[config.mk]
export PLATFORM = sky130hd
export DESIGN_NAME = sync_tx_scheduler
export DESIGN_NICKNAME = d
export VERILOG_FILES = /design/src/rtl/sync_tx_scheduler.sv
export SDC_FILE = /design/constraint.sdc
export NUM_CORES = 1
export LEC_CHECK = 0
export ABC_AREA = 1
export BUFFER_PORTS_ARGS = -buffer_cell sky130_fd_sc_hd__buf_4
export CORE_MARGIN = 2
export CORE_UTILIZATION = 39
export CTS_CLUSTER_SIZE = 8
export DETAILED_ROUTE_END_ITERATION = 10
export PLACE_DENSITY = 0.66
export REMOVE_ABC_BUFFERS = 1
export SLEW_MARGIN = 10
export SYNTH_ARGS = -nofsm -noshare
export SYNTH_HDL_FRONTEND = slang
export SYNTH_SLANG_ARGS = --single-unit
[constraint.sdc]
create_clock -name clk -period 1.88 [get_ports clk]
set_input_delay 0.188 -clock clk [delete_from_list [all_inputs] [get_ports clk]]
set_output_delay 0.188 -clock clk [all_outputs]
set_load 0.005 [all_outputs]
[src/rtl/sync_tx_scheduler.sv]
// Round-robin source sequencer for the strobe-qualified data synchronizer.
// Each granted word is held on sync_data while sync_stb is high and while the receiver drains its control chain.
module sync_tx_scheduler #(
    parameter int N    = 8,
    parameter int NREQ = 4,
    parameter int HOLD = 3,
    localparam int IDW = (NREQ > 1) ? $clog2(NREQ) : 1
) (
    input  logic                 clk,
    input  logic                 rst,
    input  logic                 ena,
    input  logic [NREQ-1:0]      req,
    input  logic [NREQ*N-1:0]    req_data,
    output logic [NREQ-1:0]      gnt,
    output logic [N-1:0]         sync_data,
    output logic                 sync_stb,
    output logic                 busy,
    output logic [IDW-1:0]       last_id
);

    localparam int CW = $clog2(HOLD + 1);
    localparam logic [IDW-1:0] LAST_RST = IDW'(NREQ - 1);
    localparam logic [CW-1:0]  CNT_LOAD = CW'(HOLD - 1);

    typedef enum logic [1:0] {IDLE, ASSERT, DRAIN} state_t;

    state_t            state_reg, state_next;
    logic [CW-1:0]     cnt_reg, cnt_next;
    logic [N-1:0]      data_reg, data_next;
    logic [IDW-1:0]    last_reg, last_next;
    logic [NREQ-1:0]   gnt_reg, gnt_next;
    logic              stb_reg;
    logic              busy_reg;

    logic [N-1:0]      words    [NREQ];
    logic [IDW-1:0]    cand_idx [NREQ];
    logic [IDW-1:0]    winner;
    logic              found;

    // cand_idx[k] is the k-th requester in priority order, starting just after the last winner
    genvar gi;
    generate
        for (gi = 0; gi < NREQ; gi++) begin : g_slot
            assign words[gi]    = req_data[gi*N +: N];
            assign cand_idx[gi] = IDW'((int'(last_reg) + gi + 1) % NREQ);
        end
    endgenerate

    always_comb begin : pick_winner
        winner = '0;
        found  = 1'b0;
        for (int k = 0; k < NREQ; k++) begin
            if (!found && req[cand_idx[k]]) begin
                winner = cand_idx[k];
                found  = 1'b1;
            end
        end
    end

    always_comb begin : next_state
        state_next = state_reg;
        cnt_next   = cnt_reg;
        data_next  = data_reg;
        last_next  = last_reg;
        gnt_next   = '0;
        case (state_reg)
            IDLE: begin
                if (found) begin
                    state_next = ASSERT;
                    cnt_next   = CNT_LOAD;
                    data_next  = words[winner];
                    last_next  = winner;
                    gnt_next   = NREQ'(1) << winner;
                end
            end
            ASSERT: begin
                if (cnt_reg == '0) begin
                    state_next = DRAIN;
                    cnt_next   = CW'(1);
                end else begin
                    cnt_next = cnt_reg - CW'(1);
                end
            end
            DRAIN: begin
                // data must stay put here: the receiver still loads it for two more cycles
                if (cnt_reg == '0) begin
                    state_next = IDLE;
                end else begin
                    cnt_next = cnt_reg - CW'(1);
                end
            end
            default: begin
                state_next = IDLE;
                cnt_next   = '0;
            end
        endcase
    end

    always_ff @(posedge clk) begin
        if (rst) begin
            state_reg <= IDLE;
            cnt_reg   <= '0;
            data_reg  <= '0;
            last_reg  <= LAST_RST;
            gnt_reg   <= '0;
            stb_reg   <= 1'b0;
            busy_reg  <= 1'b0;
        end else if (ena) begin
            state_reg <= state_next;
            cnt_reg   <= cnt_next;
            data_reg  <= data_next;
            last_reg  <= last_next;
            gnt_reg   <= gnt_next;
            stb_reg   <= (state_next == ASSERT);
            busy_reg  <= (state_next != IDLE);
        end else begin
            // frozen: everything holds except the grant pulse, which must not repeat
            gnt_reg <= '0;
        end
    end

    assign gnt       = gnt_reg;
    assign sync_data = data_reg;
    assign sync_stb  = stb_reg;
    assign busy      = busy_reg;
    assign last_id   = last_reg;

endmodule

Word-level counts from Yosys, hierarchy flattened
Index checks and enable logic that the tools add are counted.
{"block": "word_totals", "word_cells": 68, "register_bits": 20, "output_inout_bits": 16, "inputBits": 39}
{"block": "classes", "bitwise": 4, "eq_ne": 5, "n_addsub": 7, "n_reduce_logical": 12, "muxes": 27, "magnitude_cmp": 5, "shift": 1}
{"operator": "$mux W2", "n": 10}
{"operator": "$bmux W8 S2", "n": 1}
{"operator": "$mux W8", "n": 2}
{"operator": "$lt A2 B3 Y1 const B", "n": 4}
{"operator": "$pmux W2 S3", "n": 2}
{"operator": "$add A2 B1 Y2 const B", "n": 4}
{"operator": "$bmux W1 S2", "n": 4}
{"operator": "$mux W1", "n": 8}
{"operator": "$reduce_and A3 Y1", "n": 2}
{"operator": "$add A2 B2 Y2 const B", "n": 2}
{"operator": "$eq A2 B1 Y1 const B", "n": 2}
{"operator": "$logic_not A2 Y1", "n": 2}
{"operator": "$ne A2 B2 Y1 const B", "n": 2}
{"operator": "$reduce_or A4 Y1", "n": 1}
{"operator": "$shl A1 B2 Y4 const A", "n": 1}
{"operator": "$ge A3 B3 Y1 const B", "n": 1}
{"operator": "$logic_and A1 B1 Y1", "n": 3}
{"operator": "$logic_not A1 Y1", "n": 3}
{"operator": "$not A1 Y1", "n": 3}
{"operator": "$not A2 Y3", "n": 1}
{"operator": "$eq A2 B2 Y1 const B", "n": 1}
{"operator": "$reduce_bool A2 Y1", "n": 1}
{"operator": "$sub A2 B1 Y2 const B", "n": 1}

Logic depth before layout (Yosys ltp)
Gate-level depths: netlist of run 1.
{"block": "logic_depth", "word_depth": 17, "ltp_mapped": 16, "mapped_depth_nobuf": 15}

Least setup slack after synthesis of run 1
No wires, ideal clock.
{"block": "synth_timing", "path_kind": "register to register", "startpoint": "reg last_reg[0], in the netlist last_id[0]", "endpoint": "reg data_reg[5], in the netlist sync_data[5]", "setup_slack_ns": 0.271, "n_path_buf": 2, "synth_period_minus_slack_ns": 1.609, "stages_incl_launch_ff": 14, "t_required_ns": 1.767, "arrival_ns": 1.496, "setup_ns": 0.113, "path_cell_list": "dfxtp_1 buf_4 nand2_1 nand2_1 nand2_2 nand2_4 inv_1 nand3_1 nand3_4 buf_8 nand2_2 nand3_1 nand3_1 nand2_1"}
{"block": "synth_between", "elab_chain_cells": 17, "word_cells_on_any_way": 33, "classes_between": "add/sub: 6; mux: 19; bitwise: 1; reduce/logical: 7"}
{"item": "start: declaration", "line": "30", "source": "logic [IDW-1:0] last_reg, last_next;"}
{"item": "start signal: assignment", "line": "112", "source": "last_reg <= last_next;"}
{"item": "parallel branches: the longest is 17 deep, another holds $add A2 B1 Y2"}
{"item": "end signal: assignment", "line": "111", "source": "data_reg <= data_next;"}
{"item": "end: declaration", "line": "29", "source": "logic [N-1:0] data_reg, data_next;"}
Several ways; the timed one is not identified. The select of a mux whose other input is x is not followed.
A chain may end at the register's enable or synchronous reset.

Worst setup path in the final report of run 1
{"block": "layout_timing", "startpoint": "reg last_reg[0], in the netlist last_id[0]", "endpoint": "reg data_reg[7], in the netlist sync_data[7]"}
Same word-level chain as after synthesis.

==> impl_metrics.toml, run 1 <==
[clocking]
clk_latency_ns = 0.27
cts_buffers = 3
cts_tree = "built"
clkSlewWorstSetupHoldPaths_ns = 0.09
cts_buffer_depth = 2
cts_root_buf = "clkbuf_8"
htree_levels = 1
cts_sinks = 20

[route]
dr.first_iter.drc_count = 107
wirelength_um = 4300
ant_nets = 0
dr.pass1.iters = 5
viasPerCell = 4.93
vias = 1727
drc_errors = 0
routedWlPerCell_um = 12.3

[power_and_ir_drop]
cellPowerDensity_nw_per_um2 = 1810
pwr-share-comb_pct = 71.4
p_sw_mw = 1.94
clock_power_share_pct = 11.4
p_leak_nw = 1.16
p_int_mw = 1.96
switching_share_pct = 49.7
ir_drop_mv = 0.761
power_frac_seq_pct = 17.2

[worst_setup_path]
cp_slowest_cell = "dfxtp_2"
cp_num_buf_inv = 2
cp.arrival_ns = 1.99
cp-start-kind = "flip-flop"
crit_top_cell = "nand2_1"
cp_top_family = "simple AND/OR/NAND/NOR gates"
crit_type = "flip-flop to flip-flop"
crit_fanout = 10
cp.required_ns = 2.04
slowest_delay_ns = 0.35
crit_chain = "buf_6 > nand2_1 > nand2_1 > nand2_1 > nand2_2 > nand2_2 > nand2_2 > nand2_4 > nand3_4 > buf_2 > nand2_1 > nand3_1 > nand3_1 > nand2_1"
worst_setup_path_end_kind = "flip-flop"

[layout]
drive_gt1_share_pct = 36.4
fin_cells = 350
n_fill_cell = 361
seq_area_um2 = 403
fin_nets = 344
multi_input_area_um2 = 987
antennaDiodeCount = 0
largest_reg_flops = 8
area_delta_synth_final_pct = 44.7

[floorplanning]
start_util_pct = 40.6
num_rows = 22
die_h_um = 65.7
core-area_um2 = 3660
die_w_um = 65.7
die-area_um2 = 4320
boundaryPins = 55

[place]
routabilityCongestion = 0.932
hpwl_um = 2910
dp_cells = 335
port_buffers = 54
place_ws_ns = 0.0761

[global_route]
grt_max_degree = 20
grt_pass1_wl_um = 6240
grt-ovfl-total = 0
grt_antenna_before_repair = 0
global_route.usage.total_pct = 18.4
grt_pass1_vias = 1485

[logic_synthesis]
synth_cell_types = 25
ys.warnings.count = 0
synth_area_leaders = "dfxtp_1, nand3_1, nand2_1"
ys_seq_elements = 20
yosys.area.top_type = "dfxtp_1"
avgSynthCellArea_um2 = 6.35
synth_common_cells = "nand2_1, nand3_1, inv_1"
synth_edf_count = 0
synthFlopType = "dfxtp_1"
netlist_instances = 234
ys_async_sr_fraction_pct = 0
synthMostInstantiatedCell = "nand2_1"
yosysSeqAreaShare_pct = 26.9
synth_top_cell_area_share_pct = 26.9
syn_area_um2 = 1490

[sta]
fin_skew_ns = 0.0107
clock.fmax_ghz = 0.546
post-route-period-util_pct = 97.5
finalMaxSlewViolations = 0
finalSetupViolCount = 0
whs_ns = 0.164
max_slew_margin_pct = 77.2
min_period_ns = 1.83
final_hold_viol_count = 0
worst_pin_slew_ns = 0.341
worst_slack_ns = 0.0478

[min_path]
min_path_type = "input port to flip-flop"

[status]
status = "finished, final reports clean"

[job]
max-cap-violations = 0
layout by cell type, fill, tap and decap left out:
cell type and instances:
nand3_2 1, o21ai_0 9, nand2_2 13, nand4_1 1, nor2_8 2, ha_1 2
inv_1 27, nor2_2 2, nand2_4 5, nand3_4 4, inv_4 2, clkbuf_8 3
nand3_1 55, o21ai_1 2, bufinv_16 1, buf_6 1, nand2_8 1, buf_2 1
dfxtp_1 18, a21oi_2 1, dfxtp_2 2, buf_4 64, a21oi_1 5, a21oi_4 1
inv_2 5, nor2_1 13, nand2_1 60, nor2_4 1
through the flow:
stage          TNS, ns  total power [mW]  utilization [%]  area [um2]
6_report             0              3.90             58.7        2150
3_5_place_dp         0              2.94             52.9        1940
5_1_grt        -0.0316              4.24             58.7        2150
2_1_floorplan        0              2.23                -        1430
3_3_place_gp         0              2.93             52.9        1940
4_1_cts              0              3.40             54.8        2010
area by class of cell:
class,count,area share [%]
clock inverters,1,1.40
inverters,34,6.17
clock buffers,3,1.92
well taps,48,2.79
flip-flops and latches,20,18.7
repair buffers,66,23.1
multi-input cells,178,45.9
path summary, 6_finish.rpt:
kind	from	to	depth (start not counted)	slack [ns]
worst max-delay path	last_id[0]	sync_data[7]	14	0.05
worst min-delay path	rst	state_reg[1]	2	0.16
worst max register to register	last_id[0]	sync_data[7]	14	0.05
worst min register to register	sync_data[4]	sync_data[4]	2	0.48
kinds of logic (layout without fill, tap and decap cells):
logic type / count (synthesis) / count (layout) / synth area share (%)
simple gates: 155 / 158 / 52.5
buf+inv: 40 / 104 / 12.4
flops: 20 / 20 / 26.9
compound gates: 17 / 18 / 6.48
fa+ha+maj: 2 / 2 / 1.68
metal layers:
metal  GRT usage, %  up-vias  wire, um
met3           3.08        8       232
met1           23.5      771      1860
met4           3.91        0        63
li1               -      897         -
met5              0        -         0
met2           32.1       51      2150
power by group through the flow:
stage	registers [mW]	clock network, mW	logic (mW)
final	0.670	0.447	2.79
after global routing	0.689	0.477	3.07
after CTS	0.662	0.458	2.28
after detailed placement	0.669	0	2.27
after global placement	0.669	0	2.27
after floorplan	0.694	0	1.54
repair_timing:
action / in CTS / in global routing
resized for setup: 0 / 18
hold buffers: 0 / 0
setup buffers: 0 / 7
setup endpoints to repair: 0 / 13
Power figures use the tool's default switching activity.
==> run 2: changes to the inputs <==
--- a/config.mk
+++ b/config.mk
@@ -5,13 +5,12 @@
 export SDC_FILE = /design/constraint.sdc
 export NUM_CORES = 1
 export LEC_CHECK = 0
-export ABC_AREA = 1
 export BUFFER_PORTS_ARGS = -buffer_cell sky130_fd_sc_hd__buf_4
 export CORE_MARGIN = 2
 export CORE_UTILIZATION = 39
 export CTS_CLUSTER_SIZE = 8
 export DETAILED_ROUTE_END_ITERATION = 10
-export PLACE_DENSITY = 0.66
+export PLACE_DENSITY = 0.68
 export REMOVE_ABC_BUFFERS = 1
 export SLEW_MARGIN = 10
 export SYNTH_ARGS = -nofsm -noshare
==> run 2 against run 1 <==
Via count down 29%. Non-clock buffer count down 10. Synthesized cell count down 39%. Utilization down 2.0 points. Area after synthesis down 14%. Worst hold slack better by 0.0046 ns. Clock-buffer cell count up 1. Setup slack better by 0.078 ns.
==> impl_metrics.toml, run 2 <==
[status]
status = "finished, final reports clean"

[layout]
fin_cells = 241
antennaDiodeCount = 0
mostFrequentLayoutCell = "buf_4"
area_delta_synth_final_pct = 37.4
final_area_um2 = 1760
fin_nets = 239
n_fill_cell = 310
seq_area_um2 = 400
multi_input_area_um2 = 827
drive_gt1_share_pct = 41.6
fin_util_pct = 56.8
final_cell_mix = "buf_4, dfxtp_1, mux2i_1, nand2_1, o21ai_0"
largest_reg_flops = 8

[clocking]
cts_sinks = 20
cts_buffers = 3
clkSlewWorstSetupHoldPaths_ns = 0.12
clk_latency_ns = 0.29
cts_buffer_depth = 2
cts_root_buf = "clkbuf_4"
cts_tree = "built"
htree_levels = 1
post_cts_resized = 0

[route]
ant_nets = 0
dr.pass1.iters = 4
wirelength_um = 3170
drc_errors = 0
viasPerCell = 5.07
vias = 1222
dr.first_iter.drc_count = 43
routedWlPerCell_um = 13.2

[worst_setup_path]
cp_slowest_cell = "dfxtp_1"
cp.arrival_ns = 1.94
cp.required_ns = 2.07
slowest_delay_ns = 0.45
crit_type = "flip-flop to flip-flop"
cp-start-kind = "flip-flop"
crit_top_cell = "mux2i_1"
worst_setup_path_end_kind = "flip-flop"
crit_fanout = 9
crit_chain = "mux2i_1 > o2bb2ai_2 > nor2_4 > mux2i_1 > o211ai_2"

[place]
place_ws_ns = 0.0955
dp_cells = 237
hpwl_um = 2540
port_buffers = 54
routabilityCongestion = 0.805
dpl_cell_area_um2 = 1730

[global_route]
grt_pass1_wl_um = 5080
grt_max_degree = 13
global_route.usage.total_pct = 17.6
grt-ovfl-total = 0
grt_pass1_vias = 1185
grt_antenna_before_repair = 0

[logic_synthesis]
netlist_instances = 143
syn_area_um2 = 1280
synth_edf_count = 0
ys.warnings.count = 0
yosys.area.top_type = "dfxtp_1"
ys_seq_elements = 20
yosysSeqAreaShare_pct = 31.2
synth_cell_types = 47
synth_common_cells = "dfxtp_1, mux2i_1, nand2_1"
synthFlopType = "dfxtp_1"
synthMostInstantiatedCell = "dfxtp_1"
avgSynthCellArea_um2 = 8.97
ys_async_sr_fraction_pct = 0
synth_top_cell_area_share_pct = 31.2
synth_area_leaders = "dfxtp_1, mux2i_1, o211ai_2"

[sta]
max_slew_margin_pct = 66.6
rsz0062_at_grt = "no"
post-route-period-util_pct = 93.3
finalMaxSlewViolations = 0
finalSetupViolCount = 0
min_period_ns = 1.75
fin_skew_ns = 0.00263
clock.fmax_ghz = 0.570
worst_slack_ns = 0.126
whs_ns = 0.169
final_hold_viol_count = 0
finalSetupTns_ns = 0
worst_pin_slew_ns = 0.500

[min_path]
min_path_type = "input port to flip-flop"

[floorplanning]
core-area_um2 = 3100
start_util_pct = 41.3
boundaryPins = 55
die_w_um = 61.3
die-area_um2 = 3760
die_h_um = 61.3
num_rows = 20

[power_and_ir_drop]
p_total_mw = 1.16
cellPowerDensity_nw_per_um2 = 659
p_leak_nw = 0.815
ir_drop_mv = 0.266

[job]
max-cap-violations = 0
## run 2: cell types whose count changed after synthesis, sizes merged, moves of 4 or more
| cell | delta |
|---|---|
| nand2 | -64 |
| nor2 | -4 |
| inv | -28 |
| nand3 | -51 |
| a21o | +6 |
| o211ai | +7 |
| mux2i | +12 |
## run 2: power breakdown
part | total [mW] | switching (mW) | internal, mW | leakage, nW
clock | 0.249 | 0.131 | 0.118 | 0.0210
sequential | 0.506 | 0.0386 | 0.467 | 0.164
combinational | 0.407 | 0.193 | 0.214 | 0.630
total | 1.16 | 0.363 | 0.799 | 0.815
## run 2: logic make-up (layout without fill, tap and decap cells)
family          count (synthesis)  in the layout  share of synthesized area [%]
buf+inv                        12             66                           4.29
fa+ha+maj                       2              2                           1.95
simple gates                   49             49                           21.8
compound gates                 48             48                           31.4
flops                          20             20                           31.2
mux                            12             12                           9.37
## run 2: layout make-up
| type | instances | share of cell area, % |
|---|---|---|
| tap | 44 | 3.12 |
| multi-input combinational | 111 | 46.9 |
| inverter | 6 | 1.28 |
| timing repair buffer | 56 | 23.9 |
| sequential | 20 | 22.7 |
| clock buffer | 4 | 2.06 |
## run 2: path summary, 6_finish.rpt
| kind | start | end | slack [ns] | depth (start not counted) |
|---|---|---|---|---|
| setup reg to reg | last_id[1] | sync_data[4] | 0.13 | 5 |
| hold / removal | rst | cnt_reg[0] | 0.17 | 2 |
| setup / recovery | last_id[1] | sync_data[4] | 0.13 | 5 |
| hold reg to reg | sync_data[3] | sync_data[3] | 0.47 | 2 |
## run 2: routing by layer
layer	up-vias	global-route usage, %	share of wire [%]
met3	2	2.52	5.4
met4	0	5.17	0.85
met1	554	24.6	46
met2	34	28.1	47
li1	632	-	-
met5	-	0	0
## run 2: what timing repair did
action / 4_1_cts / 5_1_grt
hold buffers: 0 / 0
endpoints found under the hold margin: 0 / 0
setup endpoints to repair: 0 / 4
setup buffers: 0 / 0
## run 2: worst max-delay path: cells and delay by family (launching register included)
kind,cells,cell delay (ns)
compound gates,2,0.26
simple gates,1,0.31
mux,2,0.62
flops,1,0.45
==> run 3: changes to the inputs <==
--- a/config.mk
+++ b/config.mk
@@ -12,6 +12,7 @@
 export DETAILED_ROUTE_END_ITERATION = 10
 export PLACE_DENSITY = 0.68
 export REMOVE_ABC_BUFFERS = 1
+export SETUP_SLACK_MARGIN = 0.5
 export SLEW_MARGIN = 10
 export SYNTH_ARGS = -nofsm -noshare
 export SYNTH_HDL_FRONTEND = slang
==> constraint.sdc (replaced) <==
create_clock -name clk -period 2 [get_ports clk]
set_input_delay 0.2 -clock clk [delete_from_list [all_inputs] [get_ports clk]]
set_output_delay 0.2 -clock clk [all_outputs]
set_load 0.005 [all_outputs]
==> run 3 against run 2 <==
Total power down 1.6%. Fmax up 19%. Final area up 11%. Worst hold slack better by 0.0031 ns. Routed wire length up 9.3%. Register-to-register slack better by 0.40 ns. Clock skew down 0.0011 ns. Largest power group unchanged.
==> impl_metrics.toml, run 3 (same netlist as run 2, synthesis figures left out) <==
[sta]
clock.fmax_ghz = 0.680
finalSetupViolCount = 0
worst_pin_slew_ns = 0.467
rsz0062_at_grt = "yes"
post-route-period-util_pct = 73.6
final_hold_viol_count = 0
max_slew_margin_pct = 68.8
worst_slack_ns = 0.529
finalSetupTns_ns = 0
finalMaxSlewViolations = 0
min_period_ns = 1.47
fin_skew_ns = 0.00157

[clocking]
clk_latency_ns = 0.30
cts_sinks = 20
cts_buffers = 3
clkSlewWorstSetupHoldPaths_ns = 0.11
cts_buffer_depth = 2
cts_tree = "built"
htree_levels = 1
cts_root_buf = "clkbuf_4"

[layout]
drive_gt1_share_pct = 51.5
area_delta_synth_final_pct = 52.3
n_fill_cell = 278
fin_nets = 249
final_cell_mix = "buf_4, dfxtp_1, nand2_1, o21ai_0, nor2_1"
largest_reg_flops = 8
antennaDiodeCount = 0
fin_cells = 250
mostFrequentLayoutCell = "buf_4"

[route]
dr.first_iter.drc_count = 47
viasPerCell = 5.29
routedWlPerCell_um = 13.9
wirelength_um = 3470
drc_errors = 0
vias = 1322
dr.pass1.iters = 4
ant_nets = 0

[place]
hpwl_um = 2490
port_buffers = 54
routabilityCongestion = 0.796
dp_cells = 237
place_ws_ns = 0.160

[worst_setup_path]
cp.arrival_ns = 1.67
crit_type = "flip-flop to flip-flop"
cp-start-kind = "flip-flop"
r2r_cells = 6
worst_setup_path_end_kind = "flip-flop"
crit_start = "last_id[1]"
crit_fanout = 7
cp.required_ns = 2.20
setup.worst_path.end = "sync_data[6]"
worst_r2r_endpoint = "sync_data[6]"
timing.rr.start = "last_id[1]"
reg2reg_slack_ns = 0.53

[global_route]
grt_max_degree = 13
grt_antenna_before_repair = 0
grt-ovfl-total = 0
grt_pass1_vias = 1130
grt_pass1_wl_um = 4890
global_route.usage.total_pct = 17.3

[status]
status = "finished, final reports clean"

[min_path]
min_path_type = "input port to flip-flop"

[job]
max-cap-violations = 0

[power_and_ir_drop]
p_total_mw = 1.14
ir_drop_mv = 0.250
p_leak_nw = 0.868
cellPowerDensity_nw_per_um2 = 585

[floorplanning]
die-area_um2 = 3760
die_w_um = 61.3
die_h_um = 61.3
core-area_um2 = 3100
num_rows = 20
boundaryPins = 55
start_util_pct = 41.3
## run 3: metal layers
metal | vias up | global-route usage (%) | wire length [um]
met3 | 5 | 2.31 | 187
met1 | 620 | 23.5 | 1530
met2 | 45 | 28.3 | 1710
li1 | 652 | - | -
met5 | - | 0 | 0
met4 | 0 | 6.38 | 48
## run 3: per-stage QoR
stage,hold WS (ns),util [%],instance area (um2)
final,0.172,62.9,1950
after global routing,0.174,62.9,1950
after CTS,0.170,59.3,1840
after detailed placement,0.451,55.6,1730
after global placement,0.450,55.6,1730
after floorplan,0.269,-,1250
## run 3: timing repair
item,CTS,global route
cloned,1,0
hold buffers,0,0
buffers inserted,5,4
setup endpoints to repair,12,11
gates resized for setup,12,17
pin swaps,1,5
## run 3: how the worst min path moves through the flow
| stage | start | end | slack, ns | depth (start not counted) |
|---|---|---|---|---|
| after floorplan | rst | state_reg[1] | 0.27 | 1 |
| after global placement | sync_data[3] | sync_data[3] | 0.45 | 2 |
| after detailed placement | sync_data[7] | sync_data[7] | 0.45 | 2 |
| after CTS | rst | state_reg[1] | 0.17 | 2 |
| after global routing | rst | state_reg[1] | 0.17 | 2 |
| final | rst | state_reg[1] | 0.17 | 2 |
## run 3: where the power goes
part / internal [mW] / leakage, nW / switching [mW]
Sequential: 0.440 / 0.166 / 0.0362
Clock: 0.0703 / 0.0138 / 0.124
Combinational: 0.258 / 0.688 / 0.215
## run 3: cell type report
cell class | count | area, um2 | area share [%]
multi-input combinational | 112 | 938 | 48.0
timing repair buffer | 65 | 499 | 25.6
sequential | 20 | 415 | 21.3
tap | 44 | 55.1 | 2.82
clock buffer | 3 | 22.5 | 1.15
inverter | 6 | 22.5 | 1.15
## run 3: worst max-delay path, cell delays in order, from the launching register on
cell and delay, ns:
dfxtp_4 0.41, mux2i_4 0.28, o2bb2ai_4 0.11, buf_4 0.15
o21ai_0 0.18, a21o_1 0.15, o211ai_2 0.07
